File: src/rtl/ifu_refill_ctrl.sv
// ----------------------------------------------------------------------------
// ifu_refill_ctrl
//
// Miss-refill engine that sits directly behind the instruction cache. It takes
// the cache's miss tag, fetches the line as BEATS sequential word reads over a
// 32-bit valid/ready memory port, assembles the line, and hands it back to the
// cache with a one-cycle valid strobe. Only one refill is in flight at a time.
// A watchdog aborts a refill that stalls for too long without a response beat.
//
// Ports:
//   Clock                   - single clock
//   Rst                     - synchronous, active-high reset
//   cache_reqTagIn          - miss tag from the cache
//   cache_reqTagValidIn     - level-sensitive miss request
//   mem_rspTagOut           - tag of the returned line (holds last value)
//   mem_rspInsLineOut       - assembled line (holds last value)
//   mem_rspInsLineValidOut  - one-cycle line-valid pulse
//   rd_reqValidOut          - word read request valid
//   rd_reqAddrOut           - word byte address (0 when no request)
//   rd_reqReadyIn           - memory accepts the request
//   rd_rspValidIn           - read data beat valid (in order, no backpressure)
//   rd_rspDataIn            - read data
//   refill_busyOut          - high whenever the engine is not idle
//   refill_errOut           - one-cycle timeout pulse
// ----------------------------------------------------------------------------
module ifu_refill_ctrl #(
    parameter int ADDR_WIDTH     = 32,
    parameter int OFFSET_WIDTH   = 4,
    parameter int TAG_WIDTH      = ADDR_WIDTH - OFFSET_WIDTH,
    parameter int LINE_WIDTH     = 128,
    parameter int WORD_WIDTH     = 32,
    parameter int TIMEOUT_CYCLES = 64
) (
    input  logic                  Clock,
    input  logic                  Rst,
    input  logic [TAG_WIDTH-1:0]  cache_reqTagIn,
    input  logic                  cache_reqTagValidIn,
    output logic [TAG_WIDTH-1:0]  mem_rspTagOut,
    output logic [LINE_WIDTH-1:0] mem_rspInsLineOut,
    output logic                  mem_rspInsLineValidOut,
    output logic                  rd_reqValidOut,
    output logic [ADDR_WIDTH-1:0] rd_reqAddrOut,
    input  logic                  rd_reqReadyIn,
    input  logic                  rd_rspValidIn,
    input  logic [WORD_WIDTH-1:0] rd_rspDataIn,
    output logic                  refill_busyOut,
    output logic                  refill_errOut
);

    localparam int BEATS     = LINE_WIDTH / WORD_WIDTH;
    localparam int IDX_WIDTH = $clog2(BEATS);
    localparam int CNT_WIDTH = IDX_WIDTH + 1;
    localparam int BYTE_SEL  = OFFSET_WIDTH - IDX_WIDTH;
    localparam int TO_WIDTH  = $clog2(TIMEOUT_CYCLES) + 1;

    localparam logic [CNT_WIDTH-1:0] BEATS_C     = CNT_WIDTH'(BEATS);
    localparam logic [CNT_WIDTH-1:0] LAST_BEAT_C = CNT_WIDTH'(BEATS - 1);
    localparam logic [TO_WIDTH-1:0]  TO_LAST_C   = TO_WIDTH'(TIMEOUT_CYCLES - 1);

    typedef enum logic [1:0] {
        IDLE,
        FETCH,
        DONE,
        HOLD
    } stateT;

    stateT                                 state;
    stateT                                 nextState;
    logic [TAG_WIDTH-1:0]                  curTag;
    logic [CNT_WIDTH-1:0]                  issueCnt;
    logic [CNT_WIDTH-1:0]                  rcvCnt;
    logic [TO_WIDTH-1:0]                   toCnt;
    logic [BEATS-1:0][WORD_WIDTH-1:0]      lineBuf;
    logic [BEATS-1:0][WORD_WIDTH-1:0]      lineNext;
    logic [TAG_WIDTH-1:0]                  rspTag;
    logic [BEATS-1:0][WORD_WIDTH-1:0]      rspLine;
    logic                                  reqValid;
    logic [ADDR_WIDTH-1:0]                 reqAddr;
    logic                                  lineValid;
    logic                                  timeoutErr;

    // The line buffer with the current response beat dropped into its slot.
    // On the final beat this is the complete line, so the output registers can
    // capture it in the same edge that moves the FSM into DONE.
    always_comb begin
        lineNext = lineBuf;
        lineNext[rcvCnt[IDX_WIDTH-1:0]] = rd_rspDataIn;
    end

    // Next-state and output decode. Requests keep issuing while fewer than
    // BEATS have been accepted; responses may overlap with issue. A response
    // beat in the same cycle as the watchdog limit wins over the timeout.
    always_comb begin
        nextState  = state;
        reqValid   = 1'b0;
        reqAddr    = '0;
        lineValid  = 1'b0;
        timeoutErr = 1'b0;
        case (state)
            IDLE: begin
                if (cache_reqTagValidIn) begin
                    nextState = FETCH;
                end
            end
            FETCH: begin
                if (issueCnt < BEATS_C) begin
                    reqValid = 1'b1;
                    reqAddr  = {curTag, issueCnt[IDX_WIDTH-1:0], {BYTE_SEL{1'b0}}};
                end
                if (rd_rspValidIn) begin
                    if (rcvCnt == LAST_BEAT_C) begin
                        nextState = DONE;
                    end
                end else if (toCnt == TO_LAST_C) begin
                    timeoutErr = 1'b1;
                    nextState  = HOLD;
                end
            end
            DONE: begin
                lineValid = 1'b1;
                nextState = HOLD;
            end
            HOLD: begin
                nextState = IDLE;
            end
            default: begin
                nextState = IDLE;
            end
        endcase
    end

    // State register plus the datapath: tag latch on accept, issue/receive
    // counters, watchdog, and line assembly. Counters and the partial line are
    // cleared when a new refill is accepted so an aborted refill never leaks
    // into the next one. The returned tag/line are only updated on the final
    // beat so they hold their last values outside DONE.
    always_ff @(posedge Clock) begin
        if (Rst) begin
            state    <= IDLE;
            curTag   <= '0;
            issueCnt <= '0;
            rcvCnt   <= '0;
            toCnt    <= '0;
            lineBuf  <= '0;
            rspTag   <= '0;
            rspLine  <= '0;
        end else begin
            state <= nextState;
            case (state)
                IDLE: begin
                    if (cache_reqTagValidIn) begin
                        curTag   <= cache_reqTagIn;
                        issueCnt <= '0;
                        rcvCnt   <= '0;
                        toCnt    <= '0;
                        lineBuf  <= '0;
                    end
                end
                FETCH: begin
                    if (reqValid && rd_reqReadyIn) begin
                        issueCnt <= issueCnt + 1'b1;
                    end
                    if (rd_rspValidIn) begin
                        lineBuf <= lineNext;
                        rcvCnt  <= rcvCnt + 1'b1;
                        toCnt   <= '0;
                        if (rcvCnt == LAST_BEAT_C) begin
                            rspTag  <= curTag;
                            rspLine <= lineNext;
                        end
                    end else begin
                        toCnt <= toCnt + 1'b1;
                    end
                end
                default: begin
                end
            endcase
        end
    end

    assign mem_rspTagOut          = rspTag;
    assign mem_rspInsLineOut      = rspLine;
    assign mem_rspInsLineValidOut = lineValid;
    assign rd_reqValidOut         = reqValid;
    assign rd_reqAddrOut          = reqAddr;
    assign refill_busyOut         = (state != IDLE);
    assign refill_errOut          = timeoutErr;

endmodule

File: config.mk
export PLATFORM = sky130hd
export DESIGN_NAME = ifu_refill_ctrl
export DESIGN_NICKNAME = d
export VERILOG_FILES = /design/src/rtl/ifu_refill_ctrl.sv
export SDC_FILE = /design/constraint.sdc
export NUM_CORES = 1
export LEC_CHECK = 0
export BUFFER_PORTS_ARGS = -buffer_cell sky130_fd_sc_hd__buf_4
export CAP_MARGIN = 10
export CORE_MARGIN = 5
export CORE_UTILIZATION = 40
export CTS_CLUSTER_DIAMETER = 100
export DETAILED_ROUTE_END_ITERATION = 10
export SLEW_MARGIN = 5
export SYNTH_ARGS = -nofsm -noshare
export SYNTH_HDL_FRONTEND = slang
export SYNTH_SLANG_ARGS = --single-unit
File: constraint.sdc
create_clock -name Clock -period 2.5 [get_ports Clock]
set_input_delay 0.5 -clock Clock [delete_from_list [all_inputs] [get_ports Clock]]
set_output_delay 0.5 -clock Clock [all_outputs]
set_load 0.02 [all_outputs]
* Word level (Yosys, flattened, before mapping)
Cells that the tools add are included.
Word-level totals: flip-flop bits (word level) 327, input bits 65, output and inout bits 192, logic and storage cells 68
Cells by class: $add $sub $neg 3, magnitude comparators 3, eq/ne operators 10, mux-type cells 27, reductions and logical operators 11
Operator list (count):
- 128-bit 2-to-1 mux | 2
- 128-bit one-hot mux with 2 select lines | 1
- 128-bit bitwise mux | 1
- 32-bit 2-to-1 mux | 3
- 32-bit demux with 2-bit select | 1
- 7-bit 2-to-1 mux | 2
- 7-bit one-hot mux with 2 select lines | 1
- 3-bit one-hot mux with 2 select lines | 2
- 3-bit AND reduction | 4
- 3-bit 2-to-1 mux | 3
- 2-bit 2-to-1 mux | 4
- 2-bit one-hot mux with 4 select lines | 1
- 7-bit by 1-bit adder with 7-bit output (second input constant) | 1
- 7-bit by 6-bit == test with 1-bit output (second input constant) | 1
- 3-bit by 1-bit adder with 3-bit output (second input constant) | 2
- 1-bit 2-to-1 mux | 6
- 2-bit != test (second input constant) | 3
- 3-bit != test (second input constant) | 2
- 2-bit == test (second input constant) | 2
- 2-bit AND reduction | 2
- 2-bit nonzero test | 2
- 3-bit by 2-bit == test with 1-bit output (second input constant) | 1
- 2-bit by 3-bit < comparator with 1-bit output (second input constant) | 1
- 3-bit < comparator (second input constant) | 1
- other kinds (4) | 5

* Depth between registers and ports, before layout
Gate-level depths: netlist (run 1).
depth after elaboration 7, depth in mapped cells 9, mapped depth without buffers 6

* Worst setup path after synthesis (run 1)
Ideal clock, no wire load.
kind register to output, start reg state[1], end out rd_reqAddrOut[22], data arrival time 1562 ps, required time 2000 ps, setup slack 438 ps, cell stages (with the launch flop) 7, path buffers 2, cell sequence dfxtp_1 inv_1 ha_1 buf_2 nor2b_1 clkbuf_1 and2_1
Between the ends: word-level cells in the longest chain between the ends 2
RTL lines:
- from (decl) | RTL line 67 | stateT state;
- from (signal assigned) | RTL line 148 | state <= nextState;
- 2-bit by 1-bit == test with 1-bit output | RTL line 99 | case (state)
- 32-bit 2-to-1 mux | RTL line 99
- to (decl) | RTL line 42 | output logic [ADDR_WIDTH-1:0] rd_reqAddrOut,
Every way passes these cells.

* Worst setup path after layout (run 1)
start reg state[1], end out rd_reqAddrOut[27]
Same word-level chain as after synthesis.

==> reports/results.tsv, run 1 <==
metric	value	unit
# DRC	0	
deepest clock path buffer count	3	
first-pass GRT wire length	56.0	mm
Fin. Hold Viols	0	
worst min path class	in -> reg	
H-tree levels	2	
CP Capture Type	primary output	
post-synthesis mux area share	0.105	
die area	35000	µm²
die width	187	µm
Final Max Slew Viols	0	
YS warnings	0	
GRT Resource Usage Total	0.193	
Clock Tree Root	clkbuf_16	
status	finished with violations	
Final Cell Area	16000	µm²
clk slew on worst S/H paths	0.06	ns
TritonRoute pass-1 iters	4	
Final nets	1527	
CP Class	reg -> out	
fmax	397	MHz
largest net degree at the start of global routing	192	
total CTS buffers	36	
post-detail-place hpwl	22.3	mm
PortBufs	254	
core area	30800	µm²
sequential power share	0.430	
largest family of logic cells by synthesized area	compound AO/OA/AOI/OAI gates	
startpoint types	register	
Peak supply drop	0.000538	V
EDFF count, synth	0	
Worst Path Required	2.00	ns
worst-margin pin slew	0.907	ns
pwr/cell area	807	nW/µm²
diode count	0	
Switching Share	0.280	
ys flop type	dfxtp_1	
commonest cells after routing, fill and taps aside	dfxtp_1 (326), buf_4 (271), nor2_1 (138)	
Reg2Reg Setup Slack	0.10	ns
Reg area	6550	µm²
area share of fa/ha/maj cells after synthesis	0.0110	
Seq/Total Area, Yosys	0.521	
IO Pins	257	
FILL cells	2822	
vias in the first global route	9763	
Gate power share	0.168	
drt total wl	35.9	mm
number of vias per cell	5.28	
placed insts	1801	
Final Non-Filler Cells	1871	
relative slew slack	0.395	
DRT iter0 DRCs	512	
max-cap viol count	0	
share of cells above drive strength 1	0.247	
initial antenna violation count	0	
crit path max fanout	8	
xor/xnor share of the synthesized area	0.00419	
asr flop ratio synth	0	
Cells after Synth	1269	
Synth Area in Compound Gates	0.201	
CTS sink cnt	327	
failing checks	setup timing	
Setup Viol. Count Final	10	
clk_lat worst skew	0.52	ns
placed inst area	14600	µm²
Synth Cell Area	12600	µm²
cell row count	64	
multi-input combinational cell area	5470	µm²
Initial Util	0.407	
CTS tree	done	
drt wl/cell	19.2	µm
RSZ-0062 raised after global routing	true	
total grt overflow	0	
pre-CTS WS	-0.00502	ns
Internal Pwr Total	9260	µW
ANT nets after route	0	
GP Congestion	0.803	
Tmin final	2.52	ns
Hold Buf Count CTS	0	
area growth from synthesis to layout	27.1	%
Synth cell types	43	
simple-gate share of the synthesized area	0.104	
skew final	0.0164	ns
register bit count reported by yosys	327	
clock share of power	0.402	
Die Y	187	µm
Leakage	0.00619	µW
final setup TNS	-0.0748	ns
Worst EP arrival	2.02	ns
Net Sw Power	3600	µW
leading cell type in the layout, fill and taps excluded	dfxtp_1	
Avg Cell Area, Syn	9.89	µm²
fin crit share	1.01	
DR vias	9873	
final setup margin	-0.0162	ns
worst max-delay path: stages, from the launching register on:
cell and delay [ns]:
dfxtp_2 0.34, inv_2 0.08, ha_2 0.21, buf_6 0.12
nor2b_4 0.19, bufbuf_16 0.28, and2_1 0.13, buf_4 0.14
state kept, by name (all words and copies together) (netlist names):
register and flops:
curTag 28, mem_rspInsLineOut 128, rcvCnt 3, lineBuf 128, issueCnt 3, state 2
mem_rspTagOut 28, toCnt 7
power groups by stage:
stage	Clock, µW	Sequential [µW]	Combinational, µW
3_5_place_dp	0	5630	1910
6_report	5170	5530	2170
5_1_grt	5510	5550	2340
4_1_cts	5290	5530	2080
2_1_floorplan	0	5600	1350
3_3_place_gp	0	5630	1890
worst paths after layout:
| check | start | endpoint | cells after the start |
|---|---|---|---|
| worst max-delay path | state[1] | rd_reqAddrOut[27] | 7 |
| worst min-delay path | cache_reqTagIn[20] | curTag[20] | 3 |
| worst max register to register | state[0] | lineBuf[19] | 7 |
| worst min register to register | mem_rspTagOut[7] | mem_rspTagOut[7] | 2 |
cell type report:
| cell class | count | area share |
|---|---|---|
| clock buffer | 54 | 0.0671 |
| inverter | 7 | 0.00165 |
| multi-input combinational | 796 | 0.343 |
| sequential | 327 | 0.410 |
| clock inverter | 8 | 0.00541 |
| tap | 396 | 0.0311 |
| timing repair buffer | 283 | 0.142 |
cell families (layout without fill, tap and decap cells):
kind of cell,count (synthesis),after routing
compound gates,332,336
flops,327,327
simple gates,310,310
buf+inv,151,352
mux,131,131
fa+ha+maj,11,11
xor+xnor,6,6
other cells,1,2
through the flow:
step	utilization	hold slack, ns	total power, µW
4_1_cts	0.515	0.217	12900
3_3_place_gp	0.475	0.445	7520
2_1_floorplan	-	0.441	6940
5_1_grt	0.517	0.223	13400
6_report	0.517	0.231	12900
3_5_place_dp	0.475	0.449	7540
per-layer routing:
metal	wire length (µm)	up-vias	track usage
met5	0	-	0
met4	484	0	0.0373
met3	2040	39	0.0429
met2	16200	269	0.311
met1	17200	4696	0.268
li1	-	4869	-
Yosys cell counts (all sizes together), types with 2 or more instances:
library cell  number  area share
a211oi           128       0.077
a21oi             60       0.024
a22o             129       0.090
and2              37       0.018
and3               2      0.0010
buf               96       0.037
clkbuf            48       0.014
dfxtp            327        0.52
ha                11       0.011
inv                7      0.0021
mux2i            130        0.10
nand2            119       0.036
nand4              2      0.0010
nor2             138       0.041
nor2b              3      0.0015
nor3               2      0.0012
o21ai              6      0.0042
o21bai             2      0.0015
or3                2      0.0014
xnor2              2      0.0014
xor2               4      0.0028
repair_timing:
action / CTS / global route
pin swaps: 2 / 3
gates cloned: 3 / 3
resized for setup: 11 / 6
buffers inserted: 2 / 0
setup endpoints to repair: 47 / 143
Note: power is estimated with default switching activity, not from simulation.
==> run 2: changes to the inputs <==
- CELL_PAD_IN_SITES_DETAIL_PLACEMENT: unset -> 1
- CELL_PAD_IN_SITES_GLOBAL_PLACEMENT: unset -> 1
- PLACE_DENSITY_LB_ADDON: unset -> 0.1
==> run 2 against run 1 <==
Net effect: the run now ends clean; die area stayed put; sequential power hardly changed; cell count is 0.21% lower; critical path depth is 1 lower; global-route usage is 1.2 points higher; worst setup slack better by 0.12 ns; largest cell class unchanged.
==> reports/results.tsv, run 2 (synthesized netlist as in run 1, its figures left out) <==
metric	value	unit
status	complete, no violations	
pre-CTS WS	-0.117	ns
DRT iter0 DRCs	400	
Gate power share	0.168	
Die Y	187	µm
cells along the critical path	inv_4, ha_4, nor2b_4, clkbuf_16, and2_1, buf_4	
pwr/cell area	821	nW/µm²
commonest cells after routing, fill and taps aside	dfxtp_1 (326), buf_4 (270), nor2_1 (138)	
drt total wl	38.1	mm
relative slew slack	0.199	
Hold Buf Count CTS	0	
ANT nets after route	0	
crit path max fanout	11	
core area	30800	µm²
worst-margin pin slew	1.20	ns
cell row count	64	
PortBufs	254	
share of cells above drive strength 1	0.247	
Worst EP arrival	1.90	ns
fmax	418	MHz
first-pass GRT wire length	59.5	mm
clk_lat worst skew	0.52	ns
placed insts	1802	
Clock Tree Root	clkbuf_16	
startpoint types	register	
GRT Resource Usage Total	0.204	
FILL cells	3429	
Switching Share	0.278	
fin crit share	0.958	
final setup margin	0.105	ns
clk slew on worst S/H paths	0.06	ns
Leakage	0.00620	µW
# DRC	0	
Crit path buffers/inverters	3	
slowest cell on the critical path	dfxtp_2	
CP Class	reg -> out	
H-tree levels	2	
area growth from synthesis to layout	27.1	%
CP Capture Type	primary output	
clock share of power	0.410	
CTS sink cnt	327	
Initial Util	0.407	
total CTS buffers	36	
TritonRoute pass-1 iters	4	
CP max stage delay	0.34	ns
skew final	0.0231	ns
Final nets	1524	
GP Congestion	0.755	
Min Hold Slack	0.239	ns
Post-CTS Setup Bufs	0	
deepest clock path buffer count	3	
post-detail-place hpwl	24.1	mm
Setup Viol. Count Final	0	
vias in the first global route	10500	
drt wl/cell	20.4	µm
number of vias per cell	5.35	
Tmin final	2.40	ns
die width	187	µm
worst min path class	in -> reg	
IO Pins	257	
Crit path max-delay family	buffers and inverters	
initial antenna violation count	0	
Net Sw Power	3640	µW
total grt overflow	0	
Final Non-Filler Cells	1867	
Peak supply drop	0.000424	V
max-cap viol count	0	
total power draw	13100	µW
sequential power share	0.422	
largest net degree at the start of global routing	115	
diode count	0	
leading cell type in the layout, fill and taps excluded	dfxtp_1	
Fin. Hold Viols	0	
Worst Path Required	2.00	ns
DR vias	9989	
Final Max Slew Viols	0	
Internal Pwr Total	9470	µW
final setup TNS	0	ns
CTS tree	done	
die area	35000	µm²
-- run 2: cell types whose count changed in the layout (fill, tap and decap cells not counted), sizes merged --
cell | before | now
clkinv | 5 | 4
o21ai | 10 | 9
bufinv | 1 | 4
bufbuf | 1 | 0
buf | 282 | 279
clkinvlp | 1 | 0
-- run 2: power by group through the flow --
stage	Combinational (µW)	Sequential (µW)	Clock (µW)
floorplan	1350	5600	0
global placement	1910	5630	0
detailed placement	1950	5640	0
CTS	2020	5530	5510
global route	2380	5560	5720
finish	2200	5530	5380
-- run 2: worst min-delay path: cells and delay by family --
kind            cells  cell delay [ns]
compound gates      1             0.05
simple gates        1             0.04
buf+inv             1             0.11
-- run 2: worst paths after layout --
kind                                           to  slack [ns]  cells after the start          startpoint
worst max-delay path            rd_reqAddrOut[18]        0.10                      6            state[1]
worst min-delay path                   curTag[17]        0.24                      3  cache_reqTagIn[17]
worst max register to register         lineBuf[7]        0.22                      6            state[0]
worst min register to register   mem_rspTagOut[7]        0.46                      2    mem_rspTagOut[7]
-- run 2: per-stage QoR --
stage,cell area [µm²],util
floorplan,12600,-
global placement,14600,0.474
detailed placement,14600,0.474
CTS,15800,0.514
global route,16000,0.518
finish,16000,0.518
-- run 2: what timing repair did --
action	CTS	global route
gates cloned	0	5
pin swaps	3	3
setup endpoints to repair	128	124
endpoints found under the hold margin	0	0
gates resized for setup	12	11
-- run 2: cell type report --
class	instances	area [µm²]	area share
clock inverters	9	160	0.0100
well taps	396	495	0.0310
flip-flops and latches	327	6550	0.410
inverters	7	28.8	0.00180
multi-input cells	795	5480	0.343
repair buffers	281	2220	0.139
clock buffers	52	1030	0.0646
-- run 2: per-layer routing --
layer | GRT usage | routed length (µm) | vias to the layer above
met3 | 0.0405 | 1780 | 35
met1 | 0.276 | 17800 | 4880
li1 | - | - | 4848
met5 | 0 | 0 | -
met2 | 0.345 | 18000 | 226
met4 | 0.0373 | 501 | 0
==> run 3: changes to the inputs <==
- SETUP_SLACK_MARGIN: unset -> 0.5
- SKIP_CTS_REPAIR_TIMING: unset -> 1
==> run 3 against run 2 <==
Net effect: worst hold slack got worse by 0.012 ns; first-iteration DRC count rose by 9.3%; non-clock buffer count rose by 35; worst setup slack got worse by 0.014 ns; critical path depth rose by 1; largest cell class unchanged; largest power group unchanged; highest routed layer unchanged.
==> reports/results.tsv, run 3 (synthesized netlist as in run 1, its figures left out) <==
metric	value	unit
fmax	415	MHz
Die Y	187	µm
share of cells above drive strength 1	0.286	
worst-margin pin slew	0.714	ns
pre-CTS WS	-0.0565	ns
status	complete, no violations	
worst min path class	in -> reg	
Fin. Hold Viols	0	
Tmin final	2.41	ns
DR vias	10400	
GRT Resource Usage Total	0.206	
area growth from synthesis to layout	33.0	%
cell row count	64	
vias in the first global route	10500	
pwr/cell area	831	nW/µm²
diode count	0	
initial antenna violation count	0	
core area	30800	µm²
TritonRoute pass-1 iters	5	
fin crit share	0.964	
max-cap viol count	0	
Reg2Reg Setup Slack	0.36	ns
multi-input combinational cell area	5600	µm²
ANT nets after route	0	
CTS tree	done	
leading cell type in the layout, fill and taps excluded	dfxtp_1	
PortBufs	254	
placed inst area	14700	µm²
startpoint types	register	
Clock Tree Root	clkbuf_16	
Worst EP arrival	1.91	ns
Peak supply drop	0.000422	V
post-detail-place hpwl	24.7	mm
GP Congestion	0.767	
clk slew on worst S/H paths	0.06	ns
FILL cells	3379	
CP Capture Type	primary output	
crit path max fanout	8	
drt total wl	41.1	mm
Final Cell Area	16700	µm²
clk_lat worst skew	0.53	ns
RSZ-0062 raised after global routing	true	
first-pass GRT wire length	60.1	mm
CP Class	reg -> out	
total CTS buffers	37	
deepest clock path buffer count	3	
largest net degree at the start of global routing	64	
final setup TNS	0	ns
Leakage	0.00653	µW
Final nets	1563	
number of vias per cell	5.43	
Hold Path Depth	3	
commonest cells after routing, fill and taps aside	dfxtp_1 (325), buf_4 (253), nor2_1 (138)	
die width	187	µm
Worst Path Required	2.00	ns
Reg area	6550	µm²
die area	35000	µm²
# DRC	0	
Final Max Slew Viols	0	
drt wl/cell	21.5	µm
skew final	0.0207	ns
CTS sink cnt	327	
R2R cell count	11	
final setup margin	0.0906	ns
IO Pins	257	
relative slew slack	0.524	
total grt overflow	0	
Setup Viol. Count Final	0	
H-tree levels	2	
Initial Util	0.407	
DRT iter0 DRCs	437	
-- run 3: final timing paths --
kind / start / to
max reg2reg: state[1] / lineBuf[118]
max: state[1] / rd_reqAddrOut[21]
min reg2reg: curTag[23] / mem_rspTagOut[23]
min: cache_reqTagIn[21] / curTag[21]
-- run 3: stage by stage --
stage | utilization | power [µW] | hold slack, ns | cells
floorplan | - | 6950 | 0.441 | 1270
global placement | 0.477 | 7600 | 0.445 | 1810
detailed placement | 0.477 | 7650 | 0.451 | 1810
CTS | 0.516 | 12900 | 0.209 | 1875
global route | 0.542 | 14400 | 0.223 | 1909
finish | 0.542 | 13900 | 0.227 | 1909
-- run 3: area by class of cell --
| type | instances | share of cell area |
|---|---|---|
| Clock buffer | 62 | 0.0695 |
| Clock inverter | 3 | 0.00157 |
| Tap cell | 396 | 0.0297 |
| Sequential cell | 327 | 0.392 |
| Multi-Input combinational cell | 798 | 0.335 |
| Timing Repair Buffer | 316 | 0.171 |
| Inverter | 7 | 0.00157 |
-- run 3: layer usage --
layer  up-vias  track usage  share of wire
met5         -            0              0
met4         0       0.0395          0.017
met3        42       0.0437          0.047
met2       262        0.348           0.49
met1      5135        0.274           0.45
li1       4935            -              -
-- run 3: where the power goes --
part           switching, µW  total, µW  leakage, µW  internal (µW)
Clock                   2130       5280     0.000583           3150
Combinational           1680       3050      0.00330           1360
Sequential               140       5540      0.00264           5400
-- run 3: critical path, cell delays in order, from the launching register on --
cell and delay [ns]:
dfxtp_2 0.34, inv_2 0.07, ha_4 0.13, buf_6 0.12, nor2b_4 0.28, clkbuf_16 0.21, and2_4 0.15, buf_6 0.11
